`config.mk`:
```
export PLATFORM = sky130hd
export DESIGN_NAME = fma_writeback_buffer_flat
export DESIGN_NICKNAME = d
export VERILOG_FILES = /design/src/rtl/fma_writeback_buffer_if.sv /design/src/rtl/fma_writeback_buffer.sv /design/src/flat_wrapper.sv
export SDC_FILE = /design/constraint.sdc
export NUM_CORES = 1
export LEC_CHECK = 0
export ABC_CLOCK_PERIOD_IN_PS = 1700
export BUFFER_PORTS_ARGS = -buffer_cell sky130_fd_sc_hd__buf_2
export CAP_MARGIN = 20
export CORE_AREA = 2 2 75 70
export CTS_BUF_LIST = sky130_fd_sc_hd__clkbuf_8
export CTS_CLUSTER_SIZE = 12
export DETAILED_ROUTE_END_ITERATION = 12
export DIE_AREA = 0 0 77 72
export GPL_ROUTABILITY_DRIVEN = 0
export PLACE_DENSITY_LB_ADDON = 0.15
export SLEW_MARGIN = 20
export SYNTH_ARGS = -nofsm -noshare
export SYNTH_HDL_FRONTEND = slang
export SYNTH_SLANG_ARGS = --single-unit
```
`constraint.sdc`:
```
create_clock -name clk_in -period 1.7 [get_ports clk_in]
set_input_delay 0.085 -clock clk_in [delete_from_list [all_inputs] [get_ports clk_in]]
set_output_delay 0.085 -clock clk_in [all_outputs]
set_load 0.01 [all_outputs]
```
`src/rtl/fma_writeback_buffer_if.sv`:
```
`default_nettype none
// ============================================================================
// Module   : fma_writeback_buffer_if
// Purpose  : Data-cache write-port bundle used by the FMA writeback buffer.
//            The buffer drives the request side (master); the cache returns
//            the ready (slave).
// Signals  : wr_data_out  [WIDTH]       word to write
//            wr_addr_out  [ADDR_WIDTH]  cache word address of wr_data_out
//            wr_valid_out               write request
//            wr_ready_in                cache accepts when high with valid
// Revision : 1.0 - initial release
// ============================================================================
interface fma_writeback_buffer_if #(
  parameter int WIDTH      = 16,
  parameter int ADDR_WIDTH = 10
);
  logic [WIDTH-1:0]      wr_data_out;
  logic [ADDR_WIDTH-1:0] wr_addr_out;
  logic                  wr_valid_out;
  logic                  wr_ready_in;

  modport master (
    output wr_data_out,
    output wr_addr_out,
    output wr_valid_out,
    input  wr_ready_in
  );

  modport slave (
    input  wr_data_out,
    input  wr_addr_out,
    input  wr_valid_out,
    output wr_ready_in
  );
endinterface
`default_nettype wire

```
`src/rtl/fma_writeback_buffer.sv`:
```
`default_nettype none
// ============================================================================
// Module   : fma_writeback_buffer
// Purpose  : Captures one parallel result vector from FMA_COUNT FMA lanes in
//            a single cycle and drains it, lane 0 first, to the data-cache
//            write port over a valid/ready handshake.
// Ports    : clk_in        clock (rising edge)
//            rst_in        asynchronous active-low reset
//            fma_out_in    per-lane results, sampled with fma_valid_in
//            fma_valid_in  1-cycle strobe, all lanes valid
//            base_addr_in  cache address of lane 0, sampled with the strobe
//            lane_mask_in  per-lane write enable (mask build only)
//            wr_bus        cache write port (master side)
//            ready_out     high in IDLE, a new vector may be strobed
//            done_out      1-cycle pulse after the last write is accepted
//            overflow_out  sticky: a vector was strobed while busy (dropped)
// Config   : FMA_WB_MASK_EN - when defined, lanes with lane_mask_in[i]=0 are
//            skipped; when undefined, lane_mask_in is ignored.
// Revision : 1.0 - initial release
// ============================================================================
module fma_writeback_buffer #(
  parameter int FMA_COUNT  = 2,
  parameter int WIDTH      = 16,
  parameter int ADDR_WIDTH = 10
) (
  input  wire logic                  clk_in,
  input  wire logic                  rst_in,
  input  wire logic [WIDTH-1:0]      fma_out_in [FMA_COUNT],
  input  wire logic                  fma_valid_in,
  input  wire logic [ADDR_WIDTH-1:0] base_addr_in,
  input  wire logic [FMA_COUNT-1:0]  lane_mask_in,
  fma_writeback_buffer_if.master     wr_bus,
  output logic                       ready_out,
  output logic                       done_out,
  output logic                       overflow_out
);

  localparam int IDX_W = (FMA_COUNT > 1) ? $clog2(FMA_COUNT) : 1;

  typedef enum logic [1:0] {
    S_IDLE  = 2'd0,
    S_DRAIN = 2'd1,
    S_DONE  = 2'd2
  } state_t;

  state_t                state_q, state_d;
  logic [WIDTH-1:0]      lane_q [FMA_COUNT];
  logic [WIDTH-1:0]      lane_d [FMA_COUNT];
  logic [IDX_W-1:0]      idx_q, idx_d;
  logic [ADDR_WIDTH-1:0] base_q, base_d;
  logic [FMA_COUNT-1:0]  mask_q, mask_d;
  logic                  wr_valid_q, wr_valid_d;
  logic                  done_q, done_d;
  logic                  overflow_q, overflow_d;

  logic [FMA_COUNT-1:0]  eff_mask;
  logic                  first_found, next_found;
  logic [IDX_W-1:0]      first_idx, next_idx;

`ifdef FMA_WB_MASK_EN
  assign eff_mask = lane_mask_in;
`else
  logic unused_mask;
  assign eff_mask    = '1;
  assign unused_mask = ^lane_mask_in;
`endif

  // Lowest enabled lane of the incoming vector, and lowest enabled lane of
  // the captured vector above the one currently being presented. Scanning
  // downwards lets the last hit be the lowest index.
  always_comb begin
    first_found = 1'b0;
    first_idx   = '0;
    next_found  = 1'b0;
    next_idx    = '0;
    for (int i = FMA_COUNT - 1; i >= 0; i--) begin
      if (eff_mask[i]) begin
        first_found = 1'b1;
        first_idx   = IDX_W'(i);
      end
      if (mask_q[i] && (i > int'(idx_q))) begin
        next_found = 1'b1;
        next_idx   = IDX_W'(i);
      end
    end
  end

  always_comb begin
    state_d    = state_q;
    lane_d     = lane_q;
    idx_d      = idx_q;
    base_d     = base_q;
    mask_d     = mask_q;
    wr_valid_d = wr_valid_q;
    done_d     = 1'b0;
    overflow_d = overflow_q;

    // A strobe outside IDLE is dropped; the in-flight vector is untouched.
    if (fma_valid_in && (state_q != S_IDLE)) begin
      overflow_d = 1'b1;
    end

    case (state_q)
      S_IDLE: begin
        if (fma_valid_in) begin
          lane_d = fma_out_in;
          base_d = base_addr_in;
          mask_d = eff_mask;
          if (first_found) begin
            idx_d      = first_idx;
            wr_valid_d = 1'b1;
            state_d    = S_DRAIN;
          end else begin
            // Nothing to write: go straight to the completion pulse.
            idx_d   = '0;
            done_d  = 1'b1;
            state_d = S_DONE;
          end
        end
      end
      S_DRAIN: begin
        if (wr_valid_q && wr_bus.wr_ready_in) begin
          if (next_found) begin
            idx_d = next_idx;
          end else begin
            wr_valid_d = 1'b0;
            done_d     = 1'b1;
            state_d    = S_DONE;
          end
        end
      end
      S_DONE: begin
        state_d = S_IDLE;
      end
      default: begin
        state_d = S_IDLE;
      end
    endcase
  end

  always_ff @(posedge clk_in or negedge rst_in) begin
    if (!rst_in) begin
      state_q    <= S_IDLE;
      for (int i = 0; i < FMA_COUNT; i++) begin
        lane_q[i] <= '0;
      end
      idx_q      <= '0;
      base_q     <= '0;
      mask_q     <= '0;
      wr_valid_q <= 1'b0;
      done_q     <= 1'b0;
      overflow_q <= 1'b0;
    end else begin
      state_q    <= state_d;
      lane_q     <= lane_d;
      idx_q      <= idx_d;
      base_q     <= base_d;
      mask_q     <= mask_d;
      wr_valid_q <= wr_valid_d;
      done_q     <= done_d;
      overflow_q <= overflow_d;
    end
  end

  // Data and address follow the registered lane index, so they stay stable
  // while the cache stalls, and read as zero straight out of reset.
  assign wr_bus.wr_data_out  = lane_q[idx_q];
  assign wr_bus.wr_addr_out  = base_q + ADDR_WIDTH'(idx_q);
  assign wr_bus.wr_valid_out = wr_valid_q;
  assign ready_out           = (state_q == S_IDLE);
  assign done_out            = done_q;
  assign overflow_out        = overflow_q;

endmodule
`default_nettype wire
```
`src/flat_wrapper.sv`:
```
// flat-port wrapper written by rule: the top's interface ports become plain ports
module fma_writeback_buffer_flat 
#(
  parameter int FMA_COUNT  = 2,
  parameter int WIDTH      = 16,
  parameter int ADDR_WIDTH = 10
)
  (clk_in, rst_in, fma_out_in, fma_valid_in, base_addr_in, lane_mask_in, ready_out, done_out, overflow_out, wr_bus_wr_data_out, wr_bus_wr_addr_out, wr_bus_wr_valid_out, wr_bus_wr_ready_in);
  fma_writeback_buffer_if #(.WIDTH(WIDTH), .ADDR_WIDTH(ADDR_WIDTH)) wr_bus_i ();
  input  wire logic clk_in;
  input  wire logic rst_in;
  input  wire logic [WIDTH-1:0] fma_out_in[FMA_COUNT];
  input  wire logic fma_valid_in;
  input  wire logic [ADDR_WIDTH-1:0] base_addr_in;
  input  wire logic [FMA_COUNT-1:0] lane_mask_in;
  output logic ready_out;
  output logic done_out;
  output logic overflow_out;
  output wire logic [$bits(wr_bus_i.wr_data_out)-1:0] wr_bus_wr_data_out;
  output wire logic [$bits(wr_bus_i.wr_addr_out)-1:0] wr_bus_wr_addr_out;
  output wire logic [$bits(wr_bus_i.wr_valid_out)-1:0] wr_bus_wr_valid_out;
  input wire logic [$bits(wr_bus_i.wr_ready_in)-1:0] wr_bus_wr_ready_in;
  assign wr_bus_wr_data_out = wr_bus_i.wr_data_out;
  assign wr_bus_wr_addr_out = wr_bus_i.wr_addr_out;
  assign wr_bus_wr_valid_out = wr_bus_i.wr_valid_out;
  assign wr_bus_i.wr_ready_in = wr_bus_wr_ready_in;
  fma_writeback_buffer #(.FMA_COUNT(FMA_COUNT), .WIDTH(WIDTH), .ADDR_WIDTH(ADDR_WIDTH)) u_core (.clk_in(clk_in), .rst_in(rst_in), .fma_out_in(fma_out_in), .fma_valid_in(fma_valid_in), .base_addr_in(base_addr_in), .lane_mask_in(lane_mask_in), .wr_bus(wr_bus_i), .ready_out(ready_out), .done_out(done_out), .overflow_out(overflow_out));
endmodule
```
After elaboration in Yosys (flattened, before gate mapping)
Cells that the tools add are included.
Word-level totals
  flip-flop bits (word level): 49
  bits in latches: 0
  bits in writable memories: 0
  ROM bits: 0
  word-level logic and storage cells: 47
  memories: 0
Cells by class
  add/subtract/negate cells: 1
  multipliers: 0
  div/mod/pow operators: 0
  $lt $le $gt $ge: 2
  eq/ne operators: 5
  shift operators: 0
  muxes and demuxes: 19
  bitwise gates (word level): 1
  reductions and logical operators: 10
Operators with widths (number)
  16-bit 2-to-1 mux: 3
  10-bit by 1-bit adder with 10-bit output: 1
  1-bit 2-to-1 mux: 10
  4-bit AND reduction: 2
  2-bit 2-to-1 mux: 3
  2-bit by 1-bit != test with 1-bit output (second input constant): 2
  2-bit != test (second input constant): 2
  1-bit one-hot mux with 2 select lines: 2
  2-bit one-hot mux with 2 select lines: 1
  2-bit nonzero test: 2
  1-bit logical AND: 3
  3-bit AND reduction: 1
  2-bit by 1-bit == test with 1-bit output (second input constant): 1
  2-bit greater-or-equal comparator (second input constant): 1
  2-bit logical NOT: 1
  1-bit NOT with 2-bit output: 1
  2-bit AND reduction: 1
  1-bit greater-than comparator (first input constant): 1

Depth between registers and ports, before layout
Gate-level depths: netlist of the first run.
  depth after elaboration: 6
  mapped depth: 5
  depth with buffers taken out: 5

Least setup slack after synthesis of the first run
No wires, ideal clock.
  path type: register -> register
  from: register u_core.state_q[1]
  to: register u_core.base_q[0]
  setup time: 0.125 ns
  arrival time: 1.310 ns
  path slack: 0.265 ns
  stages on the path, launching flop included: 6
  path buffers: 2
  period minus slack after synthesis: 1.435 ns
  path through: dfrtp_1 -> nor2_2 -> and2_4 -> buf_6 -> buf_12 -> mux2_4
On the way
  word-level cells in the longest chain between the ends: 2
Ends and longest elaborated chain
  from (decl): line fma_writeback_buffer.sv:46  | state_t state_q, state_d;
  from (signal assigned): line fma_writeback_buffer.sv:154  | state_q <= state_d;
  2-bit logical NOT
  via ready_out: line flat_wrapper.sv:16  | output logic ready_out;
  2-bit AND reduction (no line)
  to (signal assigned): line fma_writeback_buffer.sv:157  | base_q <= base_d;
  to (decl): line fma_writeback_buffer.sv:50  | logic [ADDR_WIDTH-1:0] base_q, base_d;
The timed path passes the listed nets, and every way through them passes these cells.
A chain may end at the register's enable or synchronous reset.

Final worst setup path of the first run
  from: register u_core.idx_q
  to: output port wr_bus_wr_addr_out[8]
On the way
  word-level cells in the longest chain between the ends: 1
Ends and longest elaborated chain
  from (decl): line fma_writeback_buffer.sv:49  | logic [IDX_W-1:0] idx_q, idx_d;
  from (signal assigned): line fma_writeback_buffer.sv:156  | idx_q <= idx_d;
  10-bit by 1-bit adder with 10-bit output: line fma_writeback_buffer.sv:168  | assign wr_bus.wr_addr_out = base_q + ADDR_WIDTH'(idx_q);
  to (decl): line flat_wrapper.sv:20  | output wire logic [$bits(wr_bus_i.wr_addr_out)-1:0] wr_bus_wr_addr_out;
No other way between the ends.

==> results of run 1 <==
area by class of cell:
cell class                      instances  area, um2
Multi-Input combinational cell         99       1107
Sequential cell                        49       1226
Clock buffer                            7      96.34
Clock inverter                          1      5.005
Tap cell                               65      81.33
Timing Repair Buffer                   90      558.0
Inverter                                4      15.01
Fill cell                             399       1655
how the worst min path moves through the flow:
stage               slack (ns)  cells past startpoint                 to
global route             0.001                      2  u_core.lane_q[16]
CTS                      0.001                      2  u_core.lane_q[22]
floorplan                -0.21                      0   u_core.base_q[0]
finish                    0.01                      2  u_core.lane_q[31]
global placement          0.08                      1    u_core.done_out
detailed placement        0.08                      1    u_core.done_out
routing by layer:
metal	wire, um	part of all wire [%]	vias up
li1	-	-	736
met1	2012	47	722
met2	1966	46	41
met3	226	5.3	6
met4	45	1.1	0
met5	0	0	-
sequential cells by signal, summed over array words and instances (netlist names):
| name | cells |
|---|---|
| u_core.lane_q | 32 |
| u_core.base_q | 10 |
| u_core.state_q | 2 |
| u_core.done_out | 1 |
| u_core.idx_q | 1 |
| u_core.mask_q | 1 |
| u_core.overflow_out | 1 |
| u_core.wr_bus.wr_valid_out | 1 |
timing repair:
item,4_1_cts,5_1_grt
setup buffers,0,2
pin swaps,0,6
resized for setup,4,3
setup endpoints to repair,3,4
hold buffers,2,6
endpoints found under the hold margin,22,6
cloned,0,0
power breakdown:
part | leakage, uW | switching [uW] | internal [uW]
combinational | 0.000838 | 1020 | 1650
sequential | 0.000584 | 392 | 1720
clock | 0.0000542 | 370 | 368
total | 0.00148 | 1780 | 3750
synthesized netlist by cell type (3+ instances only):
cell	instances
sky130_fd_sc_hd__buf_12	4
sky130_fd_sc_hd__dfrtp_1	49
sky130_fd_sc_hd__inv_1	4
sky130_fd_sc_hd__mux2_2	19
sky130_fd_sc_hd__mux2_4	39
sky130_fd_sc_hd__nand2_1	3
sky130_fd_sc_hd__nand2b_1	3
sky130_fd_sc_hd__nand3_1	4
sky130_fd_sc_hd__nor2_1	6
sky130_fd_sc_hd__nor3_1	3
sky130_fd_sc_hd__xnor2_1	4
sky130_fd_sc_hd__xor2_1	4
cell families (layout without fill, tap and decap cells):
family                     Yosys count  count (layout)  share of synthesized area [%]
and+or+nand+nor                     25              25                          5.308
DFF                                 49              49                          50.99
buffers and inverters               11             102                          4.839
adders and majority gates            2               2                          1.040
AOI/OAI and AO/OA                    6               6                          1.665
muxes                               58              58                          33.25
xor gates and xnor gates             8               8                          2.913
metrics by stage:
| step | worst slack (ns) | util (%) | hold slack (ns) | cells | setup TNS (ns) |
|---|---|---|---|---|---|
| floorplan | 0.2646 | - | -0.2106 | 159 | 0 |
| global placement | 0.2360 | 60.02 | 0.08436 | 297 | 0 |
| detailed placement | 0.2349 | 60.02 | 0.08341 | 297 | 0 |
| CTS | -0.01092 | 63.00 | 0.001119 | 307 | -0.01631 |
| global route | -0.06800 | 65.11 | 0.001314 | 315 | -0.1205 |
| finish | 0.05362 | 65.11 | 0.01096 | 315 | 0 |
worst max-delay path: stages, from the launching register on:
cell and delay [ns]:
sky130_fd_sc_hd__dfrtp_1 0.41, sky130_fd_sc_hd__ha_4 0.17, sky130_fd_sc_hd__ha_4 0.13, sky130_fd_sc_hd__nand4_1 0.12
sky130_fd_sc_hd__nor2_1 0.15, sky130_fd_sc_hd__xnor2_1 0.13, sky130_fd_sc_hd__buf_2 0.15
==> impl_metrics.yaml, run 1 <==
routing:
  count_of_tritonroute_iterations_in_the_first_routing_pass: 4
  viasPerCell: 4.778
  wl_mm: 4.251
  drt-initial-drc-count: 65
  number_of_nets_with_antenna_violations_after_detailed_routing: 0
  post-route-drc-count: 0
  routed_wire_length_per_instance_um: 13.50
  num_vias: 1505
setup_path:
  startpoint_class_of_the_critical_path: "register"
  worst-endpoint-arrival_ns: 1.56
  crit_start: "u_core.idx_q"
  cp_capture_point: "wr_bus_wr_addr_out[8]"
  critPathCaptureType: "primary output"
  reg2reg_setup_slack_ns: 0.23
  critPathKind: "register to primary output"
  r2r_cells: 4
  timing.critical_path.fanout_max: 3
  worstPathRequired_ns: 1.62
  rr_startpoint: "u_core.state_q[0]"
  worst_r2r_end: "u_core.base_q[9]"
placed_design:
  io_buffers: 75
  dp_hpwl_mm: 2.981
  detailed_place.area_mm2: 0.002848
sta:
  report.final.slew_viol_count: 0
  finalHoldViolCount: 0
  slew_headroom_pct: 66.35
  final.min_clock_period_ns: 1.646
  layout_worst_path_cycle_share_pct: 96.85
  timing.fmax_mhz: 607.4
  worst-slew-pin-transition_ns: 0.5048
  finClkSkew_ns: 0.005165
  grt_setup_unrepaired: "true"
  report.final.setup_viol: 0
synthesis:
  synth_area_per_cell_um2: 15.12
  ys_dominant_reg_cell: "sky130_fd_sc_hd__dfrtp_1"
  ys_async_sr_fraction_pct: 100.0
  yosys-top-cells-area: "sky130_fd_sc_hd__dfrtp_1, sky130_fd_sc_hd__mux2_4, sky130_fd_sc_hd__mux2_2"
  post_synth_edffs: 0
  synth-warning-count: 0
  ffs_latches_synth: 49
  synthesis.instances: 159
  mappedNetlistNets: 209
  synth.top_cell.area_share_pct: 50.99
  synth_cell_type_count: 26
  area_of_the_mapped_netlist_mm2: 0.002405
  synth_seq_area_share_pct: 50.99
  synth.largest_area_cell: "sky130_fd_sc_hd__dfrtp_1"
clock_network:
  worst_skew_pair.late_latency_ns: 0.30
  cts.path.max_buffers: 2
  clk_transition_reported_paths_ns: 0.09
  cts_made_buffers: 5
  clock-root-buffer: "sky130_fd_sc_hd__clkbuf_8"
  cts.sink_count: 49
  cts_htree_levels: 2
  clock_tree_from_tritoncts: "yes"
status:
  status: "finished clean"
power:
  power-per-cell-area_mw_per_mm2: 1789
  worst_ir_drop_on_vdd_mv: 0.9664
  post-layout-total-power_uw: 5526
  p_leak_uw: 0.001476
final_layout:
  layout.cells.most_common: "sky130_fd_sc_hd__buf_2"
  num_antenna_cells: 0
  area_delta_synth_final_pct: 28.46
  final_net_count: 299
  final_layout_size_suffix_gt1_share_pct: 62.00
  finalInstanceArea_mm2: 0.003089
  final_cell_mix: "sky130_fd_sc_hd__buf_2, sky130_fd_sc_hd__dfrtp_1, sky130_fd_sc_hd__mux2_4"
die:
  die_height_um: 72
  chip_width_um: 77
  fp.dieArea_mm2: 0.005544
  initial_core_utilization_pct: 50.69
  io_pins: 78
  num_rows: 24
  core_region_area_mm2: 0.004745
global_routing:
  grt_usage_pct: 16.70
  grt.overflow.total: 0
  grt.met1_usage_pct: 23.05
  grt_busiest_layer: "met2"
  gr-usage-met3_pct: 5.597
  global_route.usage.met2_pct: 25.54
  antenna_found_initial: 0
  first_global_vias: 1551
  grt_start_max_net_pins: 29
  grt_pass1_wl_mm: 7.210
run:
  maxCapViolCount: 0
worst_hold_path:
  timing.hold.worst.start: "fma_out_in[31]"
  min_path_type: "input port to register"
No activity file was read; power rests on OpenSTA's default activity.
==> run 2, diff against run 1 <==
- ABC_CLOCK_PERIOD_IN_PS: 1700 -> 1800
- clock period: 1.7 -> 1.8 ns (I/O delays scaled with it)
==> run 2 against run 1 <==
Compared with the run above:
- setup slack better by 0.054 ns
- wire length increased by 1.4%
- final cell count fell by 3.5%
- sequential share of layout area grew 1.9 points
- combinational power down 7.9%
- sequential cell count unchanged
- count of clock-buffer cells in the layout fell by 1
- non-clock buffer count fell by 10
- critical path type unchanged
- largest cell class unchanged
==> impl_metrics.yaml, run 2 (same netlist as run 1, synthesis figures left out) <==
status:
  status: "finished clean"
power:
  worst_ir_drop_on_vdd_mv: 0.8397
  combinational_power_share_pct: 48.3
  cell_internal_pwr_uw: 3438
  sw_frac_of_total_pct: 32.50
  clkPwrFrac_pct: 12.4
  power_frac_seq_pct: 39.3
  power-per-cell-area_mw_per_mm2: 1726
  netSwitchingPower_uw: 1655
  p_leak_uw: 0.001418
setup_path:
  critPathKind: "register to primary output"
  critPathCaptureType: "primary output"
  worst-endpoint-arrival_ns: 1.60
  rr_startpoint: "u_core.state_q[0]"
  worstPathRequired_ns: 1.71
  crit_start: "u_core.idx_q"
  timing.critical_path.fanout_max: 3
  startpoint_class_of_the_critical_path: "register"
  r2r_cells: 4
die:
  core_region_area_mm2: 0.004745
  die_height_um: 72
  fp.dieArea_mm2: 0.005544
  chip_width_um: 77
  initial_core_utilization_pct: 50.69
  io_pins: 78
  num_rows: 24
sta:
  final.min_clock_period_ns: 1.692
  slew_headroom_pct: 59.64
  fin_tns_setup_ns: 0
  layout_worst_path_cycle_share_pct: 94.01
  timing.fmax_mhz: 591.0
  finalHoldViolCount: 0
  grt_setup_unrepaired: "false"
  report.final.slew_viol_count: 0
  worst-slew-pin-transition_ns: 0.6055
  report.final.setup_viol: 0
  finClkSkew_ns: 0.004198
  final_critical_path_setup_slack_ns: 0.1078
placed_design:
  dp_hpwl_mm: 3.010
  pre_cts_slack_ns: 0.2955
  io_buffers: 75
  placed_cells: 296
global_routing:
  grt_start_max_net_pins: 50
  first_global_vias: 1530
  grt_pass1_wl_mm: 7.238
  antenna_found_initial: 0
  grt.overflow.total: 0
  grt_usage_pct: 16.92
routing:
  count_of_tritonroute_iterations_in_the_first_routing_pass: 4
  wl_mm: 4.312
  viasPerCell: 4.901
  num_vias: 1490
  post-route-drc-count: 0
  drt-initial-drc-count: 55
  routed_wire_length_per_instance_um: 14.18
  number_of_nets_with_antenna_violations_after_detailed_routing: 0
worst_hold_path:
  worst_hold_path.num_cells: 2
  min_path_type: "input port to register"
  timing.hold.worst.start: "base_addr_in[6]"
final_layout:
  layout.cells.most_common: "sky130_fd_sc_hd__buf_2"
  area_delta_synth_final_pct: 22.74
  registers.top_by_ff_count: "u_core.lane_q"
  final_cell_mix: "sky130_fd_sc_hd__buf_2, sky130_fd_sc_hd__dfrtp_1, sky130_fd_sc_hd__mux2_4"
  flip_flop_count_of_the_largest_register_all_copies_and_words_added: 32
  finish.cell_count_without_fillers: 304
  regs_by_ff_count: "u_core.lane_q: 32 flops, u_core.base_q: 10 flops, u_core.state_q: 2 flops"
  final_layout_size_suffix_gt1_share_pct: 62.34
  final_net_count: 289
  num_antenna_cells: 0
clock_network:
  cts.sink_count: 49
  cts_made_buffers: 5
  clock-root-buffer: "sky130_fd_sc_hd__clkbuf_8"
  clk_transition_reported_paths_ns: 0.08
  cts.path.max_buffers: 2
  worst_skew_pair.late_latency_ns: 0.30
  cts_htree_levels: 2
  clock_tree_from_tritoncts: "yes"
  cts_setup_buffers: 0
run:
  maxCapViolCount: 0
==> run 2: changes by cell type in the layout (fill, tap and decap cells not counted), sizes merged <==
cell,change
clkinv,-1
inv,+1
dlygate4sd3,-7
buf,-3
clkbuf,-1
==> run 2: worst paths after layout <==
path | to | slack (ns)
max in group asynchronous | u_core.lane_q[12] | 0.97
worst max register to register | u_core.lane_q[1] | 0.28
worst min-delay path | u_core.base_q[6] | 0.01
worst min register to register | u_core.overflow_out | 0.47
worst max-delay path | wr_bus_wr_addr_out[9] | 0.11
min in group asynchronous | u_core.done_out | 0.42
==> run 2: per-stage QoR <==
step	hold slack (ns)	utilization, %	area (um2)	power (uW)
6_report	0.01449	62.21	2952	5093
5_1_grt	0.004596	62.21	2952	5463
4_1_cts	0.007752	61.50	2918	5097
3_5_place_dp	0.2334	59.34	2815	4432
3_3_place_gp	0.2309	59.34	2815	4391
2_1_floorplan	-0.2056	-	2405	3780
==> run 2: power groups by stage <==
stage	sequential, uW	clock, uW	combinational (uW)
6_report	2000	633	2460
5_1_grt	2090	703	2670
4_1_cts	1990	655	2450
3_5_place_dp	2000	0	2440
3_3_place_gp	1980	0	2410
2_1_floorplan	1900	0	1880
==> run 2: repair_timing <==
action | 4_1_cts | 5_1_grt
endpoints found under the setup margin | 1 | 3
hold buffers | 1 | 0
hold endpoints to repair | 49 | 0
pin swaps | 0 | 1
gates resized for setup | 1 | 5
==> run 2: area by class of cell <==
| cell class | count | area [um2] |
|---|---|---|
| flip-flops and latches | 49 | 1226 |
| repair buffers | 80 | 440.4 |
| well taps | 65 | 81.33 |
| inverters | 4 | 15.01 |
| fillers | 413 | 1793 |
| clock inverters | 1 | 3.754 |
| multi-input cells | 99 | 1102 |
| clock buffers | 6 | 82.58 |
==> run 2: worst max-delay path, cell delays in order (launching register included) <==
cell and delay, ns:
sky130_fd_sc_hd__dfrtp_1 0.41, sky130_fd_sc_hd__ha_4 0.17, sky130_fd_sc_hd__nand2_1 0.12, sky130_fd_sc_hd__nor4_4 0.31, sky130_fd_sc_hd__xor2_1 0.16, sky130_fd_sc_hd__buf_2 0.14
==> run 2: routing by layer <==
layer	global-route usage [%]	vias up	part of all wire, %
li1	-	712	-
met1	22.47	723	46
met2	26.90	47	47
met3	4.229	8	4.9
met4	7.143	0	1.7
met5	0	-	0
